<file path="src/rtl/con_pkg_vm.sv">
// Shared constants for the counter sequencer: FSM state encoding,
// direction and mode encodings.
package con_pkg_vm;

    // FSM state encoding
    localparam logic [1:0] IDLE = 2'd0;
    localparam logic [1:0] CLR  = 2'd1;
    localparam logic [1:0] RUN  = 2'd2;
    localparam logic [1:0] DONE = 2'd3;

    // Direction encoding, identical to the counter's x input
    localparam logic DIR_UP = 1'b1;
    localparam logic DIR_DN = 1'b0;

    // Command mode encoding
    localparam logic MODE_SWEEP  = 1'b0;
    localparam logic MODE_BOUNCE = 1'b1;

endpackage : con_pkg_vm

</file>
<file path="src/rtl/con_bound_vm.sv">
// Range-bound evaluation for the counter sequencer. Looks at the current
// counter value together with the latched direction and mode, and decides
// the direction to use this cycle and whether a single sweep must stop.
// Values outside [LIM_LO, LIM_HI] match neither bound and pass through.
module con_bound_vm
    import con_pkg_vm::*;
#(
    parameter int unsigned W      = 3,
    parameter int unsigned LIM_LO = 0,
    parameter int unsigned LIM_HI = 4
) (
    input  logic [W-1:0] cnt_q,
    input  logic         dir,
    input  logic         mode,
    output logic         eff_dir,
    output logic         stop_at_bound
);

    logic at_hi_s;
    logic at_lo_s;
    logic up_at_hi_s;
    logic dn_at_lo_s;

    // Bound detection and direction/stop decision for this cycle
    always_comb begin
        at_hi_s       = (cnt_q == W'(LIM_HI));
        at_lo_s       = (cnt_q == W'(LIM_LO));
        up_at_hi_s    = (dir == DIR_UP) && at_hi_s;
        dn_at_lo_s    = (dir == DIR_DN) && at_lo_s;
        eff_dir       = dir;
        stop_at_bound = 1'b0;
        if (mode == MODE_BOUNCE) begin
            // Bounce: reverse at the bound, never stop early
            if (up_at_hi_s) begin
                eff_dir = DIR_DN;
            end else if (dn_at_lo_s) begin
                eff_dir = DIR_UP;
            end else begin
                eff_dir = dir;
            end
        end else begin
            // Sweep: keep direction, request a stop at the bound
            stop_at_bound = up_at_hi_s || dn_at_lo_s;
        end
    end

endmodule : con_bound_vm

</file>
<file path="src/rtl/con_seq_vm.sv">
// Sequencer for the up/down counter datapath. Accepts a move command over
// a valid/ready handshake, optionally clears the counter, then issues one
// step per cycle while watching the counter value to stop (sweep) or
// reverse (bounce) at the range bounds. It is the only driver of the
// counter's step, direction and clear inputs.
module con_seq_vm
    import con_pkg_vm::*;
#(
    parameter int unsigned W       = 3,
    parameter int unsigned LIM_LO  = 0,
    parameter int unsigned LIM_HI  = 4,
    parameter int unsigned STEPS_W = 4
) (
    input  logic               clk,
    input  logic               res_n,
    input  logic               cmd_valid,
    output logic               cmd_ready,
    input  logic               cmd_dir,
    input  logic               cmd_mode,
    input  logic               cmd_clr,
    input  logic [STEPS_W-1:0] cmd_steps,
    input  logic               abort,
    input  logic [W-1:0]       cnt_q,
    output logic               cnt_en,
    output logic               cnt_x,
    output logic               cnt_clr,
    output logic               busy,
    output logic               done,
    output logic               hit,
    output logic [STEPS_W-1:0] steps_left
);

    logic [1:0]         state_q, state_d;
    logic               dir_q, dir_d;
    logic               mode_q, mode_d;
    logic               hit_q, hit_d;
    logic [STEPS_W-1:0] steps_q, steps_d;
    logic               eff_dir_s;
    logic               stop_s;

    con_bound_vm #(
        .W      (W),
        .LIM_LO (LIM_LO),
        .LIM_HI (LIM_HI)
    ) u_bound (
        .cnt_q         (cnt_q),
        .dir           (dir_q),
        .mode          (mode_q),
        .eff_dir       (eff_dir_s),
        .stop_at_bound (stop_s)
    );

    // State, latched command fields and step counter registers
    always_ff @(posedge clk or negedge res_n) begin
        if (!res_n) begin
            state_q <= IDLE;
            dir_q   <= 1'b0;
            mode_q  <= 1'b0;
            hit_q   <= 1'b0;
            steps_q <= '0;
        end else begin
            state_q <= state_d;
            dir_q   <= dir_d;
            mode_q  <= mode_d;
            hit_q   <= hit_d;
            steps_q <= steps_d;
        end
    end

    // Next-state and next-register computation
    always_comb begin
        state_d = state_q;
        dir_d   = dir_q;
        mode_d  = mode_q;
        hit_d   = hit_q;
        steps_d = steps_q;
        case (state_q)
            IDLE: begin
                // cmd_ready is high in IDLE, so valid alone means accept
                if (cmd_valid) begin
                    dir_d   = cmd_dir;
                    mode_d  = cmd_mode;
                    steps_d = cmd_steps;
                    hit_d   = 1'b0;
                    if (cmd_clr) begin
                        state_d = CLR;
                    end else if (cmd_steps != '0) begin
                        state_d = RUN;
                    end else begin
                        state_d = DONE;
                    end
                end else begin
                    state_d = IDLE;
                end
            end
            CLR: begin
                if (steps_q != '0) begin
                    state_d = RUN;
                end else begin
                    state_d = DONE;
                end
            end
            RUN: begin
                if (abort) begin
                    // Abort wins: no step, remaining count and direction held
                    hit_d   = 1'b0;
                    state_d = DONE;
                end else begin
                    dir_d = eff_dir_s;
                    if (stop_s) begin
                        hit_d   = 1'b1;
                        state_d = DONE;
                    end else if (steps_q == '0) begin
                        hit_d   = 1'b0;
                        state_d = DONE;
                    end else begin
                        steps_d = steps_q - STEPS_W'(1);
                        if (steps_q == STEPS_W'(1)) begin
                            hit_d   = 1'b0;
                            state_d = DONE;
                        end else begin
                            state_d = RUN;
                        end
                    end
                end
            end
            DONE: begin
                state_d = IDLE;
            end
            default: begin
                state_d = IDLE;
            end
        endcase
    end

    // Output decode from state, with the step enable qualified by this
    // cycle's bound check and abort
    always_comb begin
        cmd_ready  = 1'b0;
        busy       = 1'b1;
        done       = 1'b0;
        hit        = 1'b0;
        cnt_en     = 1'b0;
        cnt_x      = 1'b0;
        cnt_clr    = 1'b0;
        steps_left = steps_q;
        case (state_q)
            IDLE: begin
                cmd_ready = 1'b1;
                busy      = 1'b0;
            end
            CLR: begin
                cnt_clr = 1'b1;
            end
            RUN: begin
                cnt_x  = eff_dir_s;
                cnt_en = !abort && !stop_s && (steps_q != '0);
            end
            DONE: begin
                done = 1'b1;
                hit  = hit_q;
            end
            default: begin
                busy = 1'b0;
            end
        endcase
    end

endmodule : con_seq_vm

</file>
<file path="config.mk">
export PLATFORM = sky130hd
export DESIGN_NAME = con_seq_vm
export DESIGN_NICKNAME = d
export VERILOG_FILES = /design/src/rtl/con_pkg_vm.sv /design/src/rtl/con_bound_vm.sv /design/src/rtl/con_seq_vm.sv
export SDC_FILE = /design/constraint.sdc
export NUM_CORES = 1
export LEC_CHECK = 0
export BUFFER_PORTS_ARGS = -buffer_cell sky130_fd_sc_hd__buf_2
export CORE_MARGIN = 2
export CORE_UTILIZATION = 43
export DETAILED_ROUTE_END_ITERATION = 10
export PLACE_DENSITY = 0.78
export SKIP_LAST_GASP = 1
export SYNTH_ARGS = -nofsm -noshare
export SYNTH_HDL_FRONTEND = slang
export SYNTH_SLANG_ARGS = --single-unit
</file>
<file path="constraint.sdc">
create_clock -name clk -period 1.79 [get_ports clk]
set_clock_uncertainty 0.05 [all_clocks]
set_input_delay 0.358 -clock clk [delete_from_list [all_inputs] [get_ports clk]]
set_output_delay 0.358 -clock clk [all_outputs]
set_load 0.01 [all_outputs]
</file>
After elaboration in Yosys (flattened, before gate mapping)
Cells that the tools add are included.
Word-level totals
  flip-flop bits (word level): 9
  input bits: 14
  output and inout port bits: 11
Operators by class
  add/subtract/negate cells: 1
  equal/unequal tests: 10
  mux-type cells: 34
  bitwise operators: 1
  reductions and logical operators: 17
Operators by type and width (count)
  $mux 1: 24
  $mux 4: 4
  $ne 2x2->1 const B: 4
  $pmux 2 s4: 1
  $pmux 4 s2: 1
  $reduce_bool 4->1: 2
  $reduce_and 3->1: 2
  $ne 5x5->1 const B: 1
  $reduce_and 5->1: 1
  $eq 2x2->1 const B: 2
  $eq 4x1->1 const B: 1
  $logic_and 1x1->1: 4
  $logic_not 4->1: 1
  $mux 2: 2
  $pmux 1 s2: 2
  $sub 4x1->4 const B: 1
  $eq 3x3->1 const B: 1
  $logic_not 3->1: 1
  $eq 2x1->1 const B: 1
  $logic_not 1->1: 2
  $logic_not 2->1: 1
  $reduce_and 2->1: 1
  $reduce_bool 2->1: 1
  $logic_or 1x1->1: 1
  $not 1->1: 1

Logic depth before layout (Yosys ltp)
Gate-level depths: netlist of the first run.
  depth after elaboration: 8
  gate-level depth with buffers: 7

Hierarchy
A second synthesis of the first run with hierarchy kept.
Unflattened totals
  cell total of the unflattened synthesis: 79
  area total of the unflattened synthesis: 701.9 sq um
By module, submodules not included
  con_seq_vm: times used 1, cells each 74, area each 654.4 sq um
  con_bound_vm: times used 1, cells each 5, area each 47.5 sq um

Worst setup path before layout of the first run
OpenSTA, ideal clock, no wires.
  path kind: reg-to-reg
  from: reg state_q[0]
  to: reg steps_q[0] (netlist: steps_left[0])
  setup time: 118 ps
  arrival time: 1551 ps
  data required time: 1622 ps
  path slack: 71 ps
  cell stages (with the launch flop): 7
  buffers on the path: 0
  period minus slack after synthesis: 1719 ps
  cells stage by stage: dfrtp_1 > inv_1 > ha_1 > or4b_4 > a2bb2oi_2 > and2_4 > a21o_1
On the way
  longest elaborated chain between the ends: 3
  elaborated cells on any way between the ends: 9
  classes of those cells: eq/ne (5); mux (1); reduce/logical (3)
RTL lines
  start: declaration: RTL line con_seq_vm.sv:33  | logic [1:0] state_q, state_d;
  start signal: assignment: RTL line con_seq_vm.sv:62  | state_q <= state_d;
  $eq 2x2->1 / $logic_not 2->1 (equally long branches): RTL line con_seq_vm.sv:77  | case (state_q)
  $ne 2x2->1 (no source line) / $reduce_bool 2->1 (equally long branches)
  $reduce_and 5->1 (no source line)
  end signal: assignment: RTL line con_seq_vm.sv:66  | steps_q <= steps_d;
  end: declaration: RTL line con_seq_vm.sv:37  | logic [STEPS_W-1:0] steps_q, steps_d;
Parallel ways exist; a longest one is shown, timed or not.
A chain may end at the register's enable or synchronous reset.

Worst setup path after layout of the first run
  from: reg state_q[0]
  to: out cnt_en
On the way
  longest elaborated chain between the ends: 2
RTL lines
  $eq 2x2->1: RTL line con_seq_vm.sv:147  | case (state_q)
  $mux 1: RTL line con_seq_vm.sv:147
  end: declaration: RTL line con_seq_vm.sv:24  | output logic cnt_en,
Every way passes these cells.

==> results of run 1 <==
==> layout by cell type, fill, tap and decap left out, drive strengths merged <==
cell type,instances
inv,7
nand2b,3
a31oi,3
o21ai,4
dfrtp,9
nor3b,1
nand2,11
or2,1
or4b,1
a2111oi,1
a21oi,6
o221ai,1
o22ai,2
nand3,1
buf,39
nor2b,1
ha,7
dlygate4sd3,1
o31ai,1
a22oi,1
o211ai,1
or3b,1
nor3,1
nor4,1
or3,2
a21o,1
a211oi,1
nor2,5
clkbuf,4
o2111ai,1
xor2,1
mux2,1
and2,3
a2bb2oi,1
==> final cells by class <==
cell class              instances  area (µm²)
multi-input cells              65         523
flip-flops and latches          9         225
repair buffers                 40         250
inverters                       7        26.3
clock buffers                   4        26.3
well taps                      16        20.0
fillers                       130         453
==> power by group <==
group	internal (W)	switching [W]	total (W)
combinational	0.000628	0.000625	0.00125
sequential	0.000303	0.000105	0.000408
clock	0.0000860	0.0000713	0.000157
total	0.00102	0.000802	0.00182
==> worst register-to-register path, stage by stage, from the launching register on <==
cell,delay (ns)
dfrtp_1,0.39
inv_2,0.09
ha_4,0.14
or4b_4,0.46
a2bb2oi_2,0.18
and2_4,0.19
a21o_1,0.15
==> sequential cells by signal (all words and copies together), names as in the netlist <==
name and cells:
state_q 2, dir_q 1, mode_q 1, hit_q 1
steps_left 4
==> stage by stage <==
step / hold slack [ns] / setup TNS, ns / cell area, µm²
detailed placement: 0.179 / 0 / 907
floorplan: 0.0124 / 0 / 708
global route: 0.264 / -0.270 / 1070
CTS: 0.244 / -0.0912 / 997
finish: 0.264 / -0.0496 / 1070
global placement: 0.174 / 0 / 907
==> layer usage <==
layer | share of wire | up-vias | global-route usage
met5 | 0 | - | 0
met4 | 0.0021 | 0 | 0.0727
met3 | 0.046 | 2 | 0.0286
met2 | 0.51 | 19 | 0.383
met1 | 0.44 | 352 | 0.248
li1 | - | 380 | -
==> repair_timing <==
action / 4_1_cts / 5_1_grt
hold buffers: 1 / 0
setup endpoints to repair: 3 / 9
setup buffers: 3 / 4
gates resized for setup: 12 / 9
pin swaps: 1 / 5
hold endpoints to repair: 9 / 0
==> path summary, 6_finish.rpt <==
check / startpoint / end / cells past startpoint
min in group asynchronous: res_n / hit_q / 2
max: state_q[0] / cnt_en / 6
max reg2reg: state_q[0] / steps_left[0] / 6
max in group asynchronous: res_n / mode_q / 2
min: cmd_clr / state_q[1] / 2
min reg2reg: hit_q / hit_q / 2
==> logic make-up (layout without fill, tap and decap cells) <==
kind of cell / Yosys count / in the layout / share of synthesized area
simple gates: 32 / 32 / 0.242
compound gates: 24 / 24 / 0.239
flops: 9 / 9 / 0.318
buf+inv: 9 / 51 / 0.0495
fa+ha+maj: 7 / 7 / 0.124
xor+xnor: 1 / 1 / 0.0124
mux: 1 / 1 / 0.0159
==> results.tsv, run 1 <==
stage	metric	value	unit
cts	cts_sinks	9	
floorplanning	die_y	44.6	µm
global_route	grt_pass1_wl	3060	µm
pwr	total_power	0.00182	W
drt	drc_errors	0	
drt	viasPerCell	5.34	
final_layout	postLayoutCoreUtil	0.703	
placement	routabilityCongestion	0.766	
cts	cts-root-buf	clkbuf_4	
floorplanning	rows	14	
synth	postSynthCellCount	83	
setup_path	r2r_setup_slack	0.03	ns
cts	clk_latency	0.26	ns
placement	io_buffers	24	
drt	wl_per_cell	13.5	µm
floorplanning	boundaryPins	25	
setup_path	crit_path_max_fanout	8	
global_route	antenna_found_initial	0	
drt	routed_wl	1910	µm
outcome	status	complete, but fails checks	
placement	place_ws	0.00854	ns
timing	slew_headroom	0.777	
placement	dpl.hpwl	1410	µm
timing	finalHoldViolations	0	
setup_path	critPathCaptureType	output port	
drt	drtPass1Iterations	4	
setup_path	cp_cell_sequence	inv_2, ha_4, buf_6, nand2b_4, nor3_2, buf_2	
synth	async_flop_share	1.00	
floorplanning	dieWidth	44.6	µm
final_layout	syn_to_final_growth	51.2	%
timing	finalCritPeriodShare	1.02	
timing	fin_ws	-0.0273	ns
synth	synth-seq-area-share	0.318	
synth	avgSynthCellArea	8.53	µm²
global_route	grt_pass1_vias	735	
timing	rsz0062_at_grt	yes	
synth	yosysTopAreaCell	dfrtp_1	
setup_path	critPathKind	reg -> out	
drt	route.vias.total	753	
synth	yosysUniqueCellTypes	35	
final_layout	nets	147	
outcome	violations	setup timing	
synth	yosysWarnings	0	
synth	synth-seq-cells	9	
pwr	leakagePower	0.514	nW
floorplanning	die-area	0.00199	mm²
cts	cts_tree	yes	
final_layout	layout-drive-gt1-share	0.496	
timing	final_max_slew_viol_count	0	
synth	synth_area_leaders	dfrtp_1 32%, ha_1 12%, nand2_1 5.8%	
setup_path	critical_path_buf_inv_count	3	
synth	synth-edff-count	0	
cts	htreeDepth	1	
synth	synth_most_common_cell	nand2_1	
placement	placedCellCount	130	
synth	syn-num-nets	104	
timing	tightestPinTransition	0.335	ns
synth	syn-cell-area	708	µm²
drt	ant_nets	0	
floorplanning	start_util	0.465	
drt	drt_iter0_markers	10	
setup_path	path_delay_family	flip-flops	
synth	synth_top_area_frac	0.318	
global_route	grt_max_degree	12	
hold_path	hold_path_class	in -> reg	
timing	max_freq	550	MHz
synth	synthFlopType	dfrtp_1	
cts	cts_buffers	3	
final_layout	fin_cells	141	
setup_path	startpoint_type	register	
pwr	ir_drop	0.919	mV
setup_path	cp.arrival	1.41	ns
pwr	power_density	1700	mW/mm²
setup_path	slowest_delay	0.39	ns
timing	period_needed	1.82	ns
floorplanning	core-area	0.00152	mm²
job	maxCapViolations	0	
cts	clock_path_buffers	2	
setup_path	cp.required	1.38	ns
setup_path	slowest_stage	dfrtp_1	
cts	clkTransAtPathRegs	0.06	ns
synth	synth_commonest_cells	11 x nand2_1, 9 x dfrtp_1, 7 x ha_1, 7 x inv_1, 6 x a21oi_1	
global_route	grt_usage	0.210	
global_route	overflow	0	
timing	setup_viol	2	
final_layout	diodes	0	
(Power assumes the default switching activity.)
==> inputs of run 2 (changes only) <==
SLEW_MARGIN = 0   (was unset)
SYNTH_HIERARCHICAL = 1   (was unset)
==> results.tsv, run 2 <==
stage	metric	value	unit	change
setup_path	critPathKind	reg -> out		
job	maxCapViolations	0		unchanged
synth	avgSynthCellArea	8.89	µm²	+4.1%
global_route	grt_pass1_wl	2680	µm	-12%
synth	synth-seq-area-share	0.321		+0.00283
setup_path	critPathLaunch	mode_q		
timing	finalSetupTns	0	ns	+0.0496 ns
timing	tightestPinTransition	0.334	ns	-0.00125 ns
synth	synth_area_leaders	dfrtp_1 32%, ha_1 12%, inv_1 4.8%		
timing	period_needed	1.78	ns	-0.0329 ns
setup_path	crit_path_max_fanout	3		-5
placement	dpl.hpwl	1350	µm	-4.5%
timing	setup_viol	0		-2
hold_path	holdCritStartpoint	cmd_mode		
timing	finalHoldViolations	0		unchanged
setup_path	reg2reg_from	state_q[0]		
global_route	grt_usage	0.189		-0.0209
cts	cts_sinks	9		unchanged
placement	routabilityCongestion	0.887		+16%
cts	htreeDepth	1		unchanged
final_layout	diodes	0		unchanged
cts	clk_latency	0.27	ns	about the same
timing	slew_headroom	0.776		about the same
hold_path	worstHoldEndpoint	mode_q		
drt	route.vias.total	754		+0.13%
drt	drc_errors	0		unchanged
synth	syn-cell-area	702	µm²	-0.88%
drt	routed.top_layer	met4		
timing	rsz0062_at_grt	yes		
setup_path	rr_endpoint	steps_left[0]		
synth	synth_top_area_frac	0.321		+0.00283
final_layout	final_common_cell	buf_2		
drt	wl_met3	139	µm	+60%
floorplanning	core-area	0.00152	mm²	unchanged
global_route	overflow	0		unchanged
drt	drtPass1Iterations	4		unchanged
placement	dpl_cell_area	886	µm²	-2.3%
pwr	power_density	1760	mW/mm²	+3.8%
drt	met1Wirelength	764	µm	-8.7%
setup_path	critPathCaptureType	output port		
drt	drt_iter0_markers	26		+16
global_route	antenna_found_initial	0		unchanged
final_layout	syn_to_final_growth	49.0	%	
timing	hold-worst-slack	0.270	ns	+0.00609 ns
synth	yosysUniqueCellTypes	29		-17%
outcome	status	complete, no violations		
setup_path	r2r_setup_slack	0.02	ns	about the same
cts	cts_tree	yes		
pwr	leakagePower	0.505	nW	-1.8%
drt	routed_wl	1980	µm	+3.6%
final_layout	stdcell_area	0.00105	mm²	-2.3%
synth	async_flop_share	1.00		unchanged
drt	viasPerCell	5.46		+2.3%
floorplanning	die-area	0.00197	mm²	-0.81%
setup_path	cp.required	1.38	ns	about the same
drt	ant_nets	0		unchanged
floorplanning	die_y	44.4	µm	-0.40%
floorplanning	start_util	0.461		-0.00411
synth	synth-seq-cells	9		unchanged
synth	synth-edff-count	0		unchanged
final_layout	largest_register_ffs	4		unchanged
final_layout	layout-drive-gt1-share	0.451		-0.0452
floorplanning	boundaryPins	25		unchanged
timing	fin_ws	0.00562	ns	+0.0329 ns
global_route	grt_pass1_vias	641		-13%
drt	wl_met2	1020	µm	+4.2%
synth	syn-num-nets	100		-3.8%
synth	postSynthCellCount	79		-4.8%
cts	clock_path_buffers	2		unchanged
floorplanning	rows	14		unchanged
synth	synthFlopType	dfrtp_1		
timing	final_max_slew_viol_count	0		unchanged
synth	synth_commonest_cells	9 x dfrtp_1, 9 x inv_1, 7 x ha_1, 7 x nor2_1, 6 x o21ai_0		
pwr	ir_drop	0.742	mV	-19%
placement	place_ws	-0.0139	ns	-0.0224 ns
hold_path	min_delay_path_depth	2		unchanged
timing	max_freq	560	MHz	+1.8%
setup_path	cp.arrival	1.38	ns	-0.03 ns
drt	wl_per_cell	14.3	µm	+5.8%
cts	cts_buffers	3		unchanged
cts	clkTransAtPathRegs	0.07	ns	about the same
hold_path	hold_path_class	in -> reg		
final_layout	layout_common_cells	24 x buf_2, 15 x buf_4, 9 x dfrtp_1, 7 x nor2_1		
global_route	grt_max_degree	10		-2
floorplanning	dieWidth	44.4	µm	-0.40%
setup_path	startpoint_type	register		
synth	yosysTopAreaCell	dfrtp_1		
setup_path	reg2regPathDepth	7		+1
final_layout	nets	144		-2.0%
timing	finalCritPeriodShare	0.997		-0.0184
placement	io_buffers	24		unchanged
cts	cts-root-buf	clkbuf_4		
synth	yosysWarnings	6		+6
run 2: timing repair:
item | CTS | global route
pin swaps | 0 | 4
hold buffers | 1 | 0
hold endpoints to repair | 9 | 0
setup buffers | 2 | 7
setup endpoints to repair | 2 | 5
gates resized for setup | 8 | 4
run 2: where the power goes:
| part | internal [W] | total [W] | switching, W |
|---|---|---|---|
| logic | 0.000633 | 0.00125 | 0.000617 |
| registers | 0.000306 | 0.000418 | 0.000112 |
| clock network | 0.0000863 | 0.000174 | 0.0000878 |
run 2: per-stage QoR:
stage	total power, W	util	std cells
4_1_cts	0.00167	0.646	131
6_report	0.00184	0.686	138
3_5_place_dp	0.00138	0.581	124
3_3_place_gp	0.00135	0.581	124
2_1_floorplan	0.00105	-	79
5_1_grt	0.00196	0.686	138
run 2: critical path, stage by stage, from the launching register on:
cell	delay (ns)
dfrtp_1	0.40
nor3b_4	0.23
mux2i_1	0.20
and2_1	0.15
buf_2	0.13
run 2: worst max-delay path by stage:
stage	slack, ns	end	cells past startpoint
2_1_floorplan	0.07	cnt_en	5
3_3_place_gp	0.05	hit_q	7
3_5_place_dp	-0.01	hit_q	7
4_1_cts	-0.004	cnt_en	4
5_1_grt	-0.10	cnt_x	4
6_report	0.006	cnt_x	4
run 2: area by class of cell:
class	count	area [µm²]
flip-flops and latches	9	225
clock buffers	4	26.3
repair buffers	40	243
multi-input cells	60	495
inverters	9	36.3
fillers	112	478
well taps	16	20.0
run 2: routing by layer:
layer	track usage	vias up
met3	0.0531	8
met1	0.216	350
met2	0.329	33
met5	0	-
li1	-	363
met4	0.0788	0
run 2: kinds of logic (layout without fill, tap and decap cells):
| kind of cell | after synthesis | after routing | synth area share |
|---|---|---|---|
| buffers and inverters | 10 | 53 | 0.0588 |
| xor gates and xnor gates | 1 | 1 | 0.0125 |
| muxes | 3 | 3 | 0.0446 |
| AOI/OAI and AO/OA | 20 | 20 | 0.189 |
| adders and majority gates | 7 | 7 | 0.125 |
| DFF | 9 | 9 | 0.321 |
| and+or+nand+nor | 29 | 29 | 0.250 |
